### src/rtl/run_length_detector.sv
// Run-length detector: counts qualifying w=1 samples, flags a hit when THRESHOLD
// samples are reached and keeps a wrapping tally of hits.
module run_length_detector #(
    parameter int CNT_WIDTH    = 3,
    parameter int THRESHOLD    = 4,
    parameter int MODE         = 0,
    parameter int AUTO_RESTART = 1,
    parameter int HIT_WIDTH    = 4
) (
    input  logic                 clock,
    input  logic                 reset,
    input  logic                 enable,
    input  logic                 clear,
    input  logic                 w,
    output logic                 count,
    output logic [CNT_WIDTH-1:0] state,
    output logic [HIT_WIDTH-1:0] hit_count
);

    if (THRESHOLD < 1 || THRESHOLD > (2 ** CNT_WIDTH) - 1) begin : g_bad_threshold
        $error("run_length_detector: THRESHOLD out of range 1..2**CNT_WIDTH-1");
    end

    localparam logic [CNT_WIDTH-1:0] THR        = CNT_WIDTH'(THRESHOLD);
    localparam logic                 RESTART    = (AUTO_RESTART != 0);
    localparam logic                 CUMULATIVE = (MODE != 0);

    typedef enum logic [1:0] {
        IDLE  = 2'b00,
        COUNT = 2'b01,
        LOCK  = 2'b10
    } fsm_t;

    fsm_t                 fsm_r, fsm_s;
    logic [CNT_WIDTH-1:0] run_r, run_s, nxt_s;
    logic [HIT_WIDTH-1:0] hit_r, hit_s;
    logic                 count_r, count_s;

    // Next-state, next-run, hit tally and hit flag
    always_comb begin
        fsm_s   = fsm_r;
        run_s   = run_r;
        hit_s   = hit_r;
        count_s = 1'b0;
        nxt_s   = run_r + CNT_WIDTH'(1'b1);
        if (!enable) begin
            fsm_s = fsm_r;
            run_s = run_r;
        end else if (clear) begin
            run_s = {CNT_WIDTH{1'b0}};
            fsm_s = IDLE;
        end else if (w) begin
            case (fsm_r)
                IDLE, COUNT: begin
                    if (nxt_s == THR) begin
                        count_s = 1'b1;
                        hit_s   = hit_r + HIT_WIDTH'(1'b1);
                        if (RESTART) begin
                            run_s = {CNT_WIDTH{1'b0}};
                            fsm_s = IDLE;
                        end else begin
                            run_s = THR;
                            fsm_s = LOCK;
                        end
                    end else begin
                        run_s = nxt_s;
                        fsm_s = COUNT;
                    end
                end
                LOCK: begin
                    run_s   = THR;
                    count_s = 1'b1;
                end
                default: begin
                    run_s = {CNT_WIDTH{1'b0}};
                    fsm_s = IDLE;
                end
            endcase
        end else if (!CUMULATIVE) begin
            run_s = {CNT_WIDTH{1'b0}};
            fsm_s = IDLE;
        end else begin
            // Cumulative mode keeps the run (and any LOCK) across w=0 gaps
            run_s = run_r;
            fsm_s = fsm_r;
        end
    end

    // State, run, tally and hit-flag registers
    always_ff @(posedge clock or posedge reset) begin
        if (reset) begin
            fsm_r   <= IDLE;
            run_r   <= {CNT_WIDTH{1'b0}};
            hit_r   <= {HIT_WIDTH{1'b0}};
            count_r <= 1'b0;
        end else begin
            fsm_r   <= fsm_s;
            run_r   <= run_s;
            hit_r   <= hit_s;
            count_r <= count_s;
        end
    end

    assign count     = count_r;
    assign state     = run_r;
    assign hit_count = hit_r;

endmodule

### config.mk
export PLATFORM = sky130hd
export DESIGN_NAME = run_length_detector
export DESIGN_NICKNAME = d
export VERILOG_FILES = /design/src/rtl/run_length_detector.sv
export SDC_FILE = /design/constraint.sdc
export NUM_CORES = 1
export LEC_CHECK = 0
export ABC_AREA = 1
export CORE_MARGIN = 2
export CORE_UTILIZATION = 30
export DETAILED_ROUTE_END_ITERATION = 10
export GPL_ROUTABILITY_DRIVEN = 0
export HOLD_SLACK_MARGIN = 0.08
export PLACE_DENSITY = 0.57
export SETUP_SLACK_MARGIN = 0.05
export SLEW_MARGIN = 20
export SYNTH_ARGS = -nofsm -noshare
export SYNTH_HDL_FRONTEND = slang
export SYNTH_SLANG_ARGS = --single-unit
### constraint.sdc
create_clock -name clock -period 2.8 [get_ports clock]
set_input_delay 0.42 -clock clock [delete_from_list [all_inputs] [get_ports clock]]
set_output_delay 0.42 -clock clock [all_outputs]
set_load 0.01 [all_outputs]
; Yosys cells after proc, flatten, opt, wreduce, memory -nomap -nowiden
; Index checks and enable logic that the tools add are counted.
[totals]
output_inout_bits = 8
elab_cells = 28
reg_bits = 10
in_bits = 5
[op_classes]
muxes = 13
n_reduce_logical = 4
eq_ne = 4
n_addsub = 2
bitwise_logic = 1
[ops]
columns = operator, n
row1 = 2-to-1 mux 3 bit, 3
row2 = one-hot mux 3 bit (2 select lines), 1
row3 = 2-to-1 mux 1 bit, 5
row4 = AND reduction 5 bit, 1
row5 = adder 4 x 1 -> 4 bit (second input constant), 1
row6 = 2-to-1 mux 2 bit, 2
row7 = one-hot mux 2 bit (2 select lines), 1
row8 = adder 3 x 1 -> 3 bit (second input constant), 1
row9 = equality test 3 bit (second input constant), 1
row10 = != test 3 bit (second input constant), 1
row11 = equality test 2 x 1 -> 1 bit (second input constant), 1
row12 = equality test 2 bit (second input constant), 1
row13 = logical NOT 2 bit, 1
row14 = one-hot mux 1 bit (2 select lines), 1
row15 = AND reduction 2 bit, 1
row16 = OR reduction 2 bit, 1
row17 = NOT 1 bit, 1

; Longest topological paths before layout
[logic_depth]
ltp_word = 7
depth_mapped = 7
ltp_nobuf = 7

; Worst setup path after synthesis
; OpenSTA, ideal clock, no wires.
[synth_path]
path_type = register to register
start = register run_r[0], in the netlist state[0]
end = register hit_r[2], in the netlist hit_count[2]
setup_ps = 116
period_less_slack_ps = 1212
t_required_ps = 2684
t_arrival_ps = 1096
stages_incl_launch_ff = 8
path_slack_ps = 1588
path_buffers = 0
cell_sequence = dfrtp_1 > ha_1 > inv_1 > nand2_1 > nand2_2 > nand3_2 > nand2_1 > nand2_1
[synth_via]
elab_chain_len = 3
[synth_rtl]
columns = item, line_no
row1 = start: declaration, 35  ; logic [CNT_WIDTH-1:0] run_r, run_s, nxt_s;
row2 = start signal: assignment, 93  ; run_r <= {CNT_WIDTH{1'b0}};
row3 = start signal: assignment, 98  ; run_r <= run_s;
row4 = adder 3 x 1 -> 3 bit, 45  ; nxt_s = run_r + CNT_WIDTH'(1'b1);
row5 = equality test 3 bit, 55  ; if (nxt_s == THR) begin
row6 = AND reduction 5 bit (no line), -
row7 = end signal: assignment, 94  ; hit_r <= {HIT_WIDTH{1'b0}};
row8 = end signal: assignment, 99  ; hit_r <= hit_s;
row9 = end: declaration, 36  ; logic [HIT_WIDTH-1:0] hit_r, hit_s;
; No other way between the ends.
; A chain may end at the register's enable or synchronous reset.

; Worst setup path after layout
[layout_path]
start = register hit_r[2], in the netlist hit_count[2]
end = output hit_count[2]
[layout_lines]
columns = item, line_no
row1 = end: declaration, 17  ; output logic [HIT_WIDTH-1:0] hit_count
; No word-level cell between the ends.

==> results.py <==
metrics = {
    "pwr": {
        "netSwitchingFraction": 0.234,
        "p_per_area_nw_per_um2": 378,
        "peakVddDrop_uv": 180,
        "switchingPower_mw": 0.0544,
        "comb_power_share": 0.095,
        "p_clk_frac": 0.388,
        "internal_power_mw": 0.178,
        "total_power_mw": 0.233,
        "pwr-share-seq": 0.517,
        "p_leak_nw": 0.306,
    },
    "cts": {
        "cts_inserted_buffers": 3,
        "cts_root_buf": "clkbuf_4",
        "clk_path_buf_depth": 2,
        "cts_tree": "yes",
        "postCtsSetupBuffers": 0,
        "clk_latency_ns": 0.25,
        "ctsResizeCount": 0,
        "h-tree-depth": 1,
        "path_clk_slew_ns": 0.06,
        "postCtsHoldBufs": 0,
        "clock-sinks": 8,
    },
    "routing": {
        "routed_via_density": 4.59,
        "met1Wirelength_microns": 404,
        "highest_layer": "met4",
        "wire_per_inst_microns": 9.99,
        "first_pass_iters": 5,
        "wl_met3_microns": 43,
        "vias": 381,
        "wirelength_microns": 829,
        "ant_nets": 0,
        "drt-initial-drc-count": 6,
        "drcViolationCount": 0,
        "routed-wl-met2_microns": 358,
    },
    "die": {
        "start_util": 0.312,
        "coreArea_sq_um": 1450,
        "num_rows": 14,
        "pin_count": 13,
        "die_area_sq_um": 1840,
        "die_w_microns": 42.9,
        "dieHeight_microns": 42.9,
    },
    "sta": {
        "max_freq_ghz": 0.602,
        "maxSlewViolCount": 0,
        "setup_viol_count_final": 0,
        "fin_crit_ns": 1.66,
        "period_share": 0.594,
        "final_hold_viol_count": 0,
        "setup_slack_ns": 1.14,
        "slew_headroom": 0.796,
        "fin_skew_ns": 0.00413,
        "fin_setup_tns_ns": 0,
        "grt_setup_unrepaired": "false",
        "worstMarginPinSlew_ns": 0.306,
    },
    "synthesis": {
        "synth_cell_types": 15,
        "synth_top_area_cell": "dfrtp_1",
        "ys_seq_area_frac": 0.442,
        "syn-num-nets": 60,
        "synth_edf_count": 0,
        "ys_top_cells_by_count": "nand2_1 (18), dfrtp_1 (8), inv_1 (6), ha_1 (3), nand4_1 (3)",
        "async_flop_share": 1.00,
        "syn_avg_cell_area_sq_um": 8.71,
        "syn_area_sq_um": 453,
        "yosys.area.top_type_share": 0.442,
        "yosysMostFrequentCell": "nand2_1",
        "synth_seq_cells": 8,
        "netlist_instances": 52,
        "yosys_warnings": 0,
        "ys_top_cells_by_area": "dfrtp_1 (44%), nand2_1 (15%), ha_1 (8.3%)",
        "synthFlopType": "dfrtp_1",
    },
    "worst_setup_path": {
        "critPathRequiredTime_ns": 2.38,
        "startpoint_type": "register",
        "path_class": "register to output pin",
        "slowest_stage": "clkdlybuf4s50_1",
        "end_kind": "output pin",
        "slowest_delay_ns": 0.56,
        "critPathTopFamily": "buffers and inverters",
        "cp.arrival_ns": 1.24,
        "cp_cell_sequence": "clkdlybuf4s50_1",
        "critPathMaxFanout": 5,
        "path_buf_inv": 1,
    },
    "final_layout": {
        "antennaDiodeCount": 0,
        "syn2layout_area_growth_pct": 35.9,
        "nets": 77,
        "drive_gt1_frac": 0.164,
        "fin_util": 0.423,
    },
    "place": {
        "dp_hpwl_microns": 666,
        "io_buffer_count": 12,
        "pre_cts_slack_ns": 1.29,
    },
    "global_route": {
        "grt_start_max_net_pins": 9,
        "grt-ovfl-total": 0,
        "grt_use_total": 0.113,
        "antenna_found_initial": 0,
        "grt_pass1_wl_microns": 1430,
        "grt_pass1_vias": 331,
    },
    "job": {
        "cap_violations": 0,
    },
    "status": {
        "outcome": "finished, final reports clean",
    },
    "min_path": {
        "hp-class": "input pin to async pin",
    },
}
[metrics by stage]
step,hold WS [ns],cells,instance area [sq um]
final,0.409,83,616
after global routing,0.433,83,616
after CTS,0.414,83,616
after detailed placement,0.534,80,593
after global placement,0.534,80,593
after floorplan,0.236,52,453
[area by class of cell]
cell class | count | area [sq um]
well taps | 16 | 20.0
clock buffers | 3 | 22.5
inverters | 8 | 31.3
repair buffers | 12 | 120
multi-input cells | 36 | 221
fillers | 154 | 838
flip-flops and latches | 8 | 200
[cell usage in the layout, fill, tap and decap left out, types with 2 or more instances in the layout]
cell type | synthesis | final
nand3_1 | 2 | 2
o21ai_0 | 2 | 2
nand4_1 | 3 | 3
nand3_2 | 2 | 2
nand2_1 | 18 | 18
clkbuf_4 | 0 | 3
nand2_2 | 2 | 2
ha_1 | 3 | 3
clkdlybuf4s50_1 | 0 | 12
inv_1 | 6 | 6
dfrtp_1 | 8 | 8
[kinds of logic after synthesis]
logic type               synth area share
adder cells (fa/ha/maj)            0.0829
AND/OR/NAND/NOR                     0.365
AO/OA/AOI/OAI                      0.0221
buffers and inverters              0.0690
XOR/XNOR                           0.0193
flip-flops                          0.442
[power by group through the flow]
stage | registers (mW) | clock network (mW) | logic [mW]
6_report | 0.120 | 0.0903 | 0.0221
3_3_place_gp | 0.122 | 0 | 0.0230
3_5_place_dp | 0.122 | 0 | 0.0226
5_1_grt | 0.121 | 0.102 | 0.0246
4_1_cts | 0.120 | 0.0965 | 0.0227
2_1_floorplan | 0.123 | 0 | 0.00893
[worst paths after layout]
path / to / startpoint / cells past startpoint / slack (ns)
worst max-delay path: hit_count[2] / hit_count[2] / 1 / 1.14
worst min-delay path: state[2] / reset / 2 / 0.41
worst max register to register: hit_count[0] / state[0] / 7 / 1.51
worst min register to register: hit_count[3] / hit_count[3] / 2 / 0.54
max in group asynchronous: hit_count[1] / reset / 2 / 2.16
min in group clock: hit_count[3] / hit_count[3] / 2 / 0.54
[flip-flops by register name, summed over array words and instances (netlist names)]
| signal | cells |
|---|---|
| count | 1 |
| hit_count | 4 |
| state | 3 |
[layer usage]
| layer | track usage | vias up |
|---|---|---|
| met5 | 0 | - |
| met4 | 0.0750 | 0 |
| met3 | 0.0638 | 2 |
| met2 | 0.148 | 12 |
| met1 | 0.137 | 168 |
| li1 | - | 199 |
(Power assumes the default switching activity.)
